### src/rtl/counter_pkg.sv
// Shared types and helpers for the modulo-N counter and its prescaler.
package counter_pkg;

  typedef enum logic {DIR_DOWN, DIR_UP} dir_t;

  // Register width for a counter that must hold 0..x-1, never narrower than one bit.
  function automatic int clog2_min1(input int x);
    return ($clog2(x) < 1) ? 1 : $clog2(x);
  endfunction

endpackage

### src/rtl/prescaler.sv
// Divides enabled clock cycles by PRESCALE and emits a one-cycle tick on the last one.
module prescaler
  import counter_pkg::*;
#(
  parameter int PRESCALE = 1
) (
  input  logic clock,
  input  logic reset,
  input  logic clear,
  input  logic enable,
  output logic tick
);

  localparam int W = clog2_min1(PRESCALE);
  localparam logic [W-1:0] LAST = W'(PRESCALE - 1);

  logic [W-1:0] pcount;

  // With PRESCALE=1 the register is pinned at 0 and tick degenerates to enable.
  assign tick = enable && (pcount == LAST);

  // NOTE: state registers use non-blocking assignments so every flop samples pre-edge values.
  always_ff @(posedge clock or posedge reset) begin
    if (reset) begin
      pcount <= '0;
    end else if (clear) begin
      pcount <= '0;
    end else if (enable) begin
      pcount <= tick ? '0 : pcount + W'(1);
    end
  end

endmodule

### src/rtl/mod_counter.sv
// Modulo-N up/down counter with prescaler, synchronous clear/load, wrap or saturate, wrap pulse.
module mod_counter
  import counter_pkg::*;
#(
  parameter int     N        = 8,
  parameter longint MODULUS  = longint'(1) << N,
  parameter int     PRESCALE = 1
) (
  input  logic         clock,
  input  logic         reset,
  input  logic         clear,
  input  logic         enable,
  input  logic         up,
  input  logic         load,
  input  logic [N-1:0] load_value,
  input  logic         saturate,
  output logic [N-1:0] cnt,
  output logic         wrap,
  output logic         at_limit
);

  if (N < 1 || N > 32) begin : g_bad_width
    $error("mod_counter: N=%0d outside 1..32", N);
  end
  if (MODULUS < 2 || MODULUS > (longint'(1) << N)) begin : g_bad_modulus
    $error("mod_counter: MODULUS=%0d outside 2..2**N", MODULUS);
  end
  if (PRESCALE < 1 || PRESCALE > 65536) begin : g_bad_prescale
    $error("mod_counter: PRESCALE=%0d outside 1..65536", PRESCALE);
  end

  // Top of range kept N+1 bits wide so MODULUS=2**N compares without overflow.
  localparam longint       LAST_L = MODULUS - 1;
  localparam logic [N:0]   LAST   = LAST_L[N:0];

  logic         tick;
  logic [N:0]   cnt_ext;
  logic [N:0]   load_ext;
  logic [N-1:0] load_clamped;
  logic [N-1:0] cnt_nxt;
  logic         wrap_nxt;
  dir_t         dir;

  prescaler #(.PRESCALE(PRESCALE)) u_prescaler (
    .clock  (clock),
    .reset  (reset),
    .clear  (clear | load),
    .enable (enable),
    .tick   (tick)
  );

  assign dir          = dir_t'(up);
  assign cnt_ext      = {1'b0, cnt};
  assign load_ext     = {1'b0, load_value};
  assign load_clamped = (load_ext > LAST) ? LAST[N-1:0] : load_value;
  assign at_limit     = (dir == DIR_UP) ? (cnt_ext == LAST) : (cnt == '0);

  // Priority: clear, then load, then a step on tick; saturated holds never pulse wrap.
  always_comb begin
    cnt_nxt  = cnt;
    wrap_nxt = 1'b0;
    if (clear) begin
      cnt_nxt = '0;
    end else if (load) begin
      cnt_nxt = load_clamped;
    end else if (tick) begin
      case (dir)
        DIR_UP: begin
          if (cnt_ext < LAST) begin
            cnt_nxt = cnt + N'(1);
          end else if (!saturate) begin
            cnt_nxt  = '0;
            wrap_nxt = 1'b1;
          end
        end
        DIR_DOWN: begin
          if (cnt != '0) begin
            cnt_nxt = cnt - N'(1);
          end else if (!saturate) begin
            cnt_nxt  = LAST[N-1:0];
            wrap_nxt = 1'b1;
          end
        end
        default: begin
          cnt_nxt = cnt;
        end
      endcase
    end
  end

  always_ff @(posedge clock or posedge reset) begin
    if (reset) begin
      cnt  <= '0;
      wrap <= 1'b0;
    end else begin
      cnt  <= cnt_nxt;
      wrap <= wrap_nxt;
    end
  end

endmodule

### config.mk
export PLATFORM = sky130hd
export DESIGN_NAME = mod_counter
export DESIGN_NICKNAME = d
export VERILOG_FILES = /design/src/rtl/counter_pkg.sv /design/src/rtl/prescaler.sv /design/src/rtl/mod_counter.sv
export SDC_FILE = /design/constraint.sdc
export NUM_CORES = 1
export LEC_CHECK = 0
export ABC_AREA = 1
export CAP_MARGIN = 5
export CORE_MARGIN = 4
export CORE_UTILIZATION = 44
export DETAILED_ROUTE_END_ITERATION = 8
export MAX_ROUTING_LAYER = met4
export PLACE_DENSITY = 0.83
export SLEW_MARGIN = 0
export SYNTH_ARGS = -nofsm -noshare
export SYNTH_HDL_FRONTEND = slang
export SYNTH_SLANG_ARGS = --single-unit
### constraint.sdc
create_clock -name clock -period 1.5 [get_ports clock]
set_clock_uncertainty 0.1 [all_clocks]
set_input_delay 0.15 -clock clock [delete_from_list [all_inputs] [get_ports clock]]
set_output_delay 0.15 -clock clock [all_outputs]
set_load 0.03 [all_outputs]
==> metrics <==
root buffer cell clkbuf_4; worst reg2reg endpoint cnt[3]$_DFFE_PP0P_; area grow syn2layout 58.85%; register area share after synthesis 24.42%; Post-Place Worst Slack -0.1028 ns; Worst-path clk slew 0.08 ns; data arrival time of the critical path 1.52 ns; PnR worst setup slack -0.2677 ns; antenna fix cells 0; power per cell area 739.0 nW/um2; violated checks negative setup slack; die area 3165 um2; GRT overflow 0; RSZ-0062 raised after global routing true; worst-skew pair later-pin latency 0.29 ns; cell family with most CP delay flip-flops; YS warnings 0; largest net degree at the start of global routing 11; startpoint types flip-flop; kind of critical path reg2out; pins over their slew limit 0; vias in the first global route 1383; post-DP HPWL 2467 um; DRT iter0 DRCs 102; Logic pwr share 47.6%; number of cells on the worst reg-to-reg path 10; Syn Nets 190; switching pwr 511.9 uW; GPL Wtd Cong 0.9673; layout cells sized above 1 30.04%; Boundary Pins 25; Max clock buf depth 2; Synth cell types 20; htree depth 1; Required @ worst endpoint 1.25 ns; 1st-pass router iterations 5; outcome finished, violations left; Reg-to-Reg Start cnt[0]$_DFFE_PP0P_; Post-Synthesis Mean Instance Area 5.958 um2; slew of the pin with the lowest slew margin 0.4161 ns; final setup violation count 11; die width 56.26 um; Net Sw Frac 42.56%; Final min period 1.768 ns; Starting Density 46.32%; Clock Sinks 10; Hold Crit Class in2async; fill cell count 156; sequential fraction of design power 29.4%; Slew HR 72.23%; final wirelength 4140 um; Vias 1447; IO Port Bufs 24; drt drc 0; Die Y 56.26 um; first-pass GRT wire length 6624 um; Synth Register Bits 10; synthesized instance count 172; clock share of power 23.0%; drt wl/cell 16.49 um; Hold Vio Cnt, Final 0; Worst Path Max Fanout 6; Post-CTS Hold Buffers 0; Power Total 1.203 mW; NumNets Final 242; delay of the slowest cell on the worst path 0.49 ns; vias per inst 5.765; leakage 0.8046 nW; CP Capture Type output pin; final worst-path cycle share 117.8%; critical path, cell by cell inv_1 -> nand3_4 -> nor2_4 -> nand2_2 -> nand2_4 -> buf_6; slowest CP cell dfrtp_1; Internal 691.0 uW; Core Region 2212 um2; Achievable Freq 565.7 MHz; max-cap viol count 0; flop2flop setup slack -0.22 ns; Post-Syn Area 1025 um2; Peak VDD IR 0.0007165 V; initial antenna violation count 0; GRT Util Overall 27.40%; Antenna Nets Post-Route 0; TritonCTS clock tree done; Inserted Clock Buffers 3; Buf/Inv on CP 2; row cnt 17
==> synth_stat cells <==
cell       n  area share, %
a21oi_1    1           0.49
buf_6      5            5.5
clkbuf_1   1           0.37
clkbuf_4   1           0.73
dfrtp_1   10             24
ha_1       3            3.7
inv_1     15            5.5
nand2_1   64             23
nand2_2    3            1.8
nand3_1   19            9.3
nand3b_4   1            2.0
nand4_1    2            1.2
nor2_1    25            9.2
nor2_2     5            3.1
nor3_1     1           0.49
nor4_1     1           0.61
o211ai_1   1           0.73
o21ai_0   12            5.9
xnor2_1    1           0.85
xor2_1     1           0.85
==> layout make-up <==
class / count / area, um2 / area share, %
multi-input cells: 141 / 769.5 / 47.27
well taps: 28 / 35.03 / 2.152
inverters: 15 / 58.81 / 3.613
clock buffers: 4 / 36.28 / 2.229
repair buffers: 53 / 469.2 / 28.82
flip-flops and latches: 10 / 259.0 / 15.91
==> per-stage QoR <==
stage / instances / utilization (%) / TNS, ns / hold slack [ns] / instance area (um2)
finish: 251 / 73.59 / -1.857 / 0.04800 / 1628
global route: 251 / 73.59 / -2.396 / 0.07652 / 1628
CTS: 249 / 71.95 / -1.403 / 0.07690 / 1592
detailed placement: 238 / 66.29 / -0.6895 / 0.3775 / 1466
global placement: 238 / 66.29 / -0.5943 / 0.3577 / 1466
floorplan: 172 / - / -0.5696 / -0.1103 / 1091
==> worst register-to-register path, stage by stage, from the launching register on <==
cell,delay (ns)
dfrtp_2,0.43
buf_12,0.13
ha_4,0.13
inv_2,0.04
nor2_4,0.12
nand2_2,0.12
nor2_4,0.14
nand3b_4,0.20
nor2_1,0.07
nand2_1,0.07
nand2_1,0.05
==> sequential cells by signal, indices dropped and copies added (netlist names) <==
| register | cells |
|---|---|
| cnt | 8 |
| u_prescaler.pcount | 1 |
| wrap | 1 |
==> routing by layer <==
metal	part of all wire, %	vias to the layer above	wire length [um]	GRT usage, %
met5	0	-	0	-
met4	6.9	0	284	21.36
met3	8.4	36	347	4.138
met2	47	112	1949	44.57
met1	38	647	1558	29.65
li1	-	652	-	-
==> what timing repair did <==
action,in CTS,in global routing
setup buffers,6,2
gates resized for setup,17,10
pin swaps,0,3
endpoints found under the setup margin,19,11
cloned,1,0
==> cell usage in the layout, fill, tap and decap left out, types with 2 or more instances in the layout <==
cell,Yosys,final
buf_4,0,27
nand4_1,2,2
inv_2,0,3
nand2_1,64,61
nand3b_4,1,2
nand2_2,3,4
o21ai_1,0,3
clkbuf_4,1,3
nand2_4,0,2
nor2_4,0,5
ha_4,0,2
o21ai_0,12,9
buf_12,0,2
nor2_2,5,3
inv_1,15,11
dfrtp_2,0,7
dlygate4sd2_1,0,8
clkdlybuf4s50_1,0,14
dfrtp_1,10,3
nand3_1,19,17
nor2_1,25,22
==> power by group through the flow <==
| stage | Sequential [mW] | Combinational, mW | Clock [mW] |
|---|---|---|---|
| 5_1_grt | 0.356 | 0.619 | 0.288 |
| 6_report | 0.353 | 0.572 | 0.277 |
| 2_1_floorplan | 0.375 | 0.284 | 0 |
| 3_3_place_gp | 0.356 | 0.462 | 0 |
| 3_5_place_dp | 0.361 | 0.476 | 0 |
| 4_1_cts | 0.348 | 0.514 | 0.264 |
==> worst max-delay path by stage <==
stage | startpoint | cells after the start | endpoint | slack [ns]
6_report | cnt[7]$_DFFE_PP0P_ | 6 | at_limit | -0.27
3_5_place_dp | load | 8 | cnt[5]$_DFFE_PP0P_ | -0.10
3_3_place_gp | load | 9 | cnt[3]$_DFFE_PP0P_ | -0.09
4_1_cts | cnt[0]$_DFFE_PP0P_ | 7 | at_limit | -0.25
2_1_floorplan | cnt[1]$_DFFE_PP0P_ | 10 | cnt[4]$_DFFE_PP0P_ | -0.12
5_1_grt | cnt[7]$_DFFE_PP0P_ | 6 | at_limit | -0.30
==> cells by family (layout without fill, tap and decap cells) <==
family | Yosys count | in the layout | synth area share, %
adders and majority gates | 3 | 3 | 3.663
xor gates and xnor gates | 2 | 2 | 1.710
and+or+nand+nor | 121 | 122 | 51.04
AOI/OAI and AO/OA | 14 | 14 | 7.082
DFF | 10 | 10 | 24.42
buffers and inverters | 22 | 72 | 12.09
No activity file was read; power rests on OpenSTA's default activity.
